==> config.mk <==
export PLATFORM = sky130hd
export DESIGN_NAME = seg7_bcd_scan_driver
export DESIGN_NICKNAME = d
export VERILOG_FILES = /design/src/rtl/seg7_bcd_scan_driver.sv
export SDC_FILE = /design/constraint.sdc
export NUM_CORES = 1
export LEC_CHECK = 0
export CORE_ASPECT_RATIO = 0.6
export CORE_MARGIN = 8
export CORE_UTILIZATION = 38
export DETAILED_ROUTE_END_ITERATION = 16
export PLACE_DENSITY = 0.65
export RECOVER_POWER = 50
export SLEW_MARGIN = 0
export SYNTH_ARGS = -nofsm -noshare
export SYNTH_HDL_FRONTEND = slang
export SYNTH_SLANG_ARGS = --single-unit
==> constraint.sdc <==
create_clock -name CLK100MHZ -period 2 [get_ports CLK100MHZ]
set_clock_uncertainty 0.1 [all_clocks]
set_input_delay 0.3 -clock CLK100MHZ [delete_from_list [all_inputs] [get_ports CLK100MHZ]]
set_output_delay 0.3 -clock CLK100MHZ [all_outputs]
set_load 0.01 [all_outputs]
==> src/rtl/seg7_bcd_scan_driver.sv <==
// Binary-to-BCD display stage: sequential double-dabble converter feeding a
// 4-digit time-multiplexed active-low seven-segment scan with leading-zero blanking.
module seg7_bcd_scan_driver #(
    parameter int BIN_W    = 14,
    parameter int SCAN_DIV = 100_000,
    parameter int LZB      = 1
) (
    input  logic             CLK100MHZ,
    input  logic             CPU_RESETN,
    input  logic [BIN_W-1:0] bin_in,
    input  logic             bin_valid,
    output logic             bin_ready,
    input  logic             blank,
    output logic [15:0]      bcd_out,
    output logic             conv_done,
    output logic [7:0]       AN,
    output logic [7:0]       seg
);

    localparam int CNT_W = (BIN_W > 1) ? $clog2(BIN_W) : 1;
    localparam int SC_W  = (SCAN_DIV > 1) ? $clog2(SCAN_DIV) : 1;
    localparam logic [BIN_W-1:0] BCD_MAX   = BIN_W'(32'd9999);
    localparam logic [CNT_W-1:0] LAST_BIT  = CNT_W'(BIN_W - 1);
    localparam logic [SC_W-1:0]  SCAN_LAST = SC_W'(SCAN_DIV - 1);

    typedef enum logic [1:0] {
        ST_IDLE  = 2'd0,
        ST_SHIFT = 2'd1,
        ST_LOAD  = 2'd2
    } state_t;

    function automatic logic [15:0] dabble_adj(input logic [15:0] s);
        logic [15:0] r;
        r = s;
        for (int i = 0; i < 4; i++) begin
            if (s[4*i +: 4] >= 4'd5) begin
                r[4*i +: 4] = s[4*i +: 4] + 4'd3;
            end else begin
                r[4*i +: 4] = s[4*i +: 4];
            end
        end
        return r;
    endfunction

    function automatic logic [7:0] font(input logic [3:0] d);
        logic [7:0] f;
        case (d)
            4'd0:    f = 8'hC0;
            4'd1:    f = 8'hF9;
            4'd2:    f = 8'hA4;
            4'd3:    f = 8'hB0;
            4'd4:    f = 8'h99;
            4'd5:    f = 8'h92;
            4'd6:    f = 8'h82;
            4'd7:    f = 8'hF8;
            4'd8:    f = 8'h80;
            4'd9:    f = 8'h90;
            default: f = 8'hFF;
        endcase
        return f;
    endfunction

    state_t             state_q;
    logic               bin_ready_q;
    logic               conv_done_q;
    logic [15:0]        bcd_q;
    logic [15:0]        scratch_q, scratch_d, adj_s;
    logic [BIN_W-1:0]   operand_q, operand_d;
    logic [CNT_W-1:0]   bit_cnt_q;

    logic [SC_W-1:0]    scan_cnt_q, scan_cnt_d;
    logic [1:0]         idx_q, idx_d;
    logic [7:0]         an_q, an_d;
    logic [7:0]         seg_q, seg_d;
    logic [3:0]         digit_s;
    logic               lead_zero_s;

    // One double-dabble step: correct nibbles, then shift the operand MSB into the scratch
    always_comb begin
        adj_s     = dabble_adj(scratch_q);
        scratch_d = (adj_s << 1) | {15'd0, operand_q[BIN_W-1]};
        operand_d = operand_q << 1;
    end

    // Converter FSM; bcd_out only changes in LOAD so the display never sees partial results
    always_ff @(posedge CLK100MHZ) begin
        if (!CPU_RESETN) begin
            state_q     <= ST_IDLE;
            bin_ready_q <= 1'b1;
            conv_done_q <= 1'b0;
            bcd_q       <= 16'd0;
            scratch_q   <= 16'd0;
            operand_q   <= '0;
            bit_cnt_q   <= '0;
        end else begin
            conv_done_q <= 1'b0;
            case (state_q)
                ST_IDLE: begin
                    if (bin_valid) begin
                        operand_q   <= (bin_in > BCD_MAX) ? BCD_MAX : bin_in;
                        scratch_q   <= 16'd0;
                        bit_cnt_q   <= '0;
                        bin_ready_q <= 1'b0;
                        state_q     <= ST_SHIFT;
                    end
                end
                ST_SHIFT: begin
                    scratch_q <= scratch_d;
                    operand_q <= operand_d;
                    bit_cnt_q <= bit_cnt_q + CNT_W'(1);
                    if (bit_cnt_q == LAST_BIT) begin
                        state_q <= ST_LOAD;
                    end
                end
                ST_LOAD: begin
                    bcd_q       <= scratch_q;
                    conv_done_q <= 1'b1;
                    bin_ready_q <= 1'b1;
                    state_q     <= ST_IDLE;
                end
                default: begin
                    bin_ready_q <= 1'b1;
                    state_q     <= ST_IDLE;
                end
            endcase
        end
    end

    // Scan timebase plus the anode/segment pattern for the current slot
    always_comb begin
        if (scan_cnt_q == SCAN_LAST) begin
            scan_cnt_d = '0;
            idx_d      = idx_q + 2'd1;
        end else begin
            scan_cnt_d = scan_cnt_q + SC_W'(1);
            idx_d      = idx_q;
        end
        digit_s = bcd_q[4*idx_q +: 4];
        case (idx_q)
            2'd1:    lead_zero_s = (bcd_q[15:4] == 12'd0);
            2'd2:    lead_zero_s = (bcd_q[15:8] == 8'd0);
            2'd3:    lead_zero_s = (bcd_q[15:12] == 4'd0);
            default: lead_zero_s = 1'b0;
        endcase
        if (blank || ((LZB != 0) && lead_zero_s)) begin
            an_d  = 8'hFF;
            seg_d = 8'hFF;
        end else begin
            an_d  = ~(8'd1 << idx_q);
            seg_d = font(digit_s);
        end
    end

    // Scan registers; the drive pattern refreshes every cycle so new data shows mid-slot
    always_ff @(posedge CLK100MHZ) begin
        if (!CPU_RESETN) begin
            scan_cnt_q <= '0;
            idx_q      <= 2'd0;
            an_q       <= 8'hFF;
            seg_q      <= 8'hFF;
        end else begin
            scan_cnt_q <= scan_cnt_d;
            idx_q      <= idx_d;
            an_q       <= an_d;
            seg_q      <= seg_d;
        end
    end

    assign bin_ready = bin_ready_q;
    assign conv_done = conv_done_q;
    assign bcd_out   = bcd_q;
    assign AN        = an_q;
    assign seg       = seg_q;

endmodule
==> results.md <==
- Num CTS Buffers: 9
- Vias in the first global route: around 3200
- Inst Count DP: about 640
- R2R Setup Slk: 0.11 ns
- HP Class: reg -> reg
- Clock sinks: between 80 and 90
- Reg2Reg Depth: 5
- Worst setup startpoint: idx_q[0]
- Avg Synthesized Cell Area: about 8.8 um^2
- Final Cell Area: approximately 0.005 mm^2
- Antenna-violating nets left: 0
- Cell Area, Placed: 0.00468 mm^2
- CTS tree: built
- Vias: 3287
- Hold WS: roughly 0.36 ns
- Startpoint types: register
- Commonest non-fill, non-tap cell in the layout: dfxtp_1
- Crit path kind: reg -> reg
- Slew Viols, Final: 0
- Unrepaired setup endpoints after global routing: no
- R2r endpoint: seg[6]
- IO Pins: 52
- # Post-CTS Setup Buffers: 0
- Clock Tree Root: clkbuf_16
- Power per cell area: around 750 mW/mm^2
- Yosys warning total: 0
- Status: finished, final reports clean
- Drt wl/cell: between 10 and 15 um
- RePlAce Congestion: ~0.83
- Max-slew headroom: 0.586
- Post-layout nets: around 550
- Final Critical Period: approximately 1.9 ns
- Post-synth EDFFs: 0
- Synthesized flop and latch total: 84
- Synth Instances: around 450
- Prevailing post-synth register cell: dfxtp_1
- Fin crit share: 0.944
- Overflow after GRT: 0
- Asr flop ratio synth: 0
- Area delta synth->final: 24.5%
- Reg2reg start: idx_q[0]
- Final setup viols: 0
- DIE AREA: roughly 0.014 mm^2
- Longest Clk Path Bufs: 2
- Pre-CTS setup slack: -0.124 ns
- Worst setup endpoint: seg[6]
- CP Data Arrival Time: approximately 2.0 ns
- Fmax: 530 MHz
- Core ar.: roughly 0.010 mm^2
- First-pass DRT Iterations: 5
- Worst slew pin tran: between 0.6 and 0.7 ns
- Max-cap viol count: 0
- H-tree Lvls: 3
- Finished Core Util: 0.479
- Antenna violations before repair: 0
- VDD IR max: approximately 400 uV
- GRT Util Overall: 0.135
- Drc violations: 0
- Pin count of the biggest net entering global routing: 25
- Setup_tns: 0 ns
- Sequential-to-total area share from yosys stat: 0.419
- Pwr Total: around 3.8 mW
- Final wirelength: about 9100 um
- Most frequent cells in the layout: dfxtp_1 (83), nand2_1 (60), nor2_1 (31)
- Die X: about 150 um
- Std-Cell Rows: 29
- Die H: between 90 and 100 um
- DR iter-0 viols: 228
- CP endpoint kind: register
- CTS clk-pin slew, worst paths: approximately 0.060 ns
- Diodes inserted: 0
- Final hold violation count: 0
- Share of cells above drive strength 1: 0.0994
- Worst-Skew Late Latency: approximately 0.34 ns
- Global-route wire length before repair: around 15000 um
- Fin cells: approximately 650
- Pleak: ~1.9 nW
- Fillers: around 950
- Synth unique cells: 47
- Synth Cell Area: between 0.004 and 0.005 mm^2
- Post-DR vias/cell: roughly 5
- Worst Path Required: 2.12 ns
- Worst setup margin: around 0.11 ns
- I/O Buffers: 46
- Critical path fanouts, max: 5
- DP Wirelength: approximately 6800 um
- Initial core utilization: 0.385
-- layer usage --
metal	GRT usage	routed length, um	vias up
met5	0	0	-
met4	0.0304	82	0
met3	0.0450	467	7
met2	0.221	4100	63
met1	0.169	4480	1563
li1	-	-	1654
-- synth_stat cells, types with 6 or more instances --
| library cell | count | area share |
|---|---|---|
| a21boi_0 | 20 | 0.037 |
| a21oi_1 | 18 | 0.022 |
| a22oi_1 | 6 | 0.011 |
| and2_1 | 13 | 0.020 |
| and3_1 | 6 | 0.0094 |
| clkbuf_1 | 18 | 0.017 |
| dfxtp_1 | 84 | 0.42 |
| ha_1 | 21 | 0.066 |
| inv_1 | 19 | 0.018 |
| mux2_2 | 6 | 0.017 |
| nand2_1 | 60 | 0.056 |
| nand2b_1 | 9 | 0.014 |
| nand3_1 | 13 | 0.016 |
| nor2_1 | 31 | 0.029 |
| nor2b_1 | 17 | 0.027 |
| nor3_1 | 11 | 0.014 |
| o21ai_0 | 20 | 0.025 |
| o31ai_1 | 6 | 0.011 |
| xnor2_1 | 7 | 0.015 |
| xor2_1 | 16 | 0.035 |
-- cells by family after synthesis --
logic type,synth area share
AOI/OAI and AO/OA,0.146
xor gates and xnor gates,0.0502
adders and majority gates,0.0655
buffers and inverters,0.0531
DFF,0.419
muxes,0.0443
other,0.000935
and+or+nand+nor,0.221
-- worst max-delay path: stages (launching register included) --
cell and delay [ns]:
dfxtp_2 0.40, mux4_2 0.59, ha_1 0.25, mux2_2 0.27, nor2_1 0.08, o21ai_1 0.07
-- area by class of cell --
cell class,instances,area (um^2),share of cell area
multi-input combinational,326,2130,0.427
sequential,84,1680,0.337
clock inverter,7,98.8,0.0198
tap,139,174,0.0349
clock buffer,9,225,0.0451
inverter,19,71.3,0.0143
timing repair buffer,68,607,0.122
-- registers in the layout (all words and copies together), names as in the netlist --
name and count:
AN 4, bcd_out 16, bin_ready 1, bit_cnt_q 4, conv_done 1, idx_q 2
operand_q 14, scan_cnt_q 17, scratch_q 16, seg 7, state_q 2
-- worst min path at each step --
stage                             start       endpoint  slack, ns  cells after the start
after floorplan           operand_q[10]  operand_q[10]       0.32                      2
after global placement     operand_q[2]   operand_q[2]       0.34                      2
after detailed placement   operand_q[8]   operand_q[8]       0.35                      2
after CTS                  operand_q[8]   operand_q[8]       0.36                      2
after global routing       operand_q[9]   operand_q[9]       0.38                      2
final                      operand_q[8]   operand_q[8]       0.36                      2
-- report_power, final --
part	internal [mW]	switching [mW]
Combinational	0.111	0.126
Sequential	1.71	0.0268
Clock	1.10	0.676
-- repair_timing --
action | CTS | global route
setup endpoints to repair | 3 | 3
pin swaps | 0 | 0
gates resized for setup | 1 | 1
gates cloned | 0 | 0
hold buffers | 0 | 0
(Power assumes the default switching activity.)
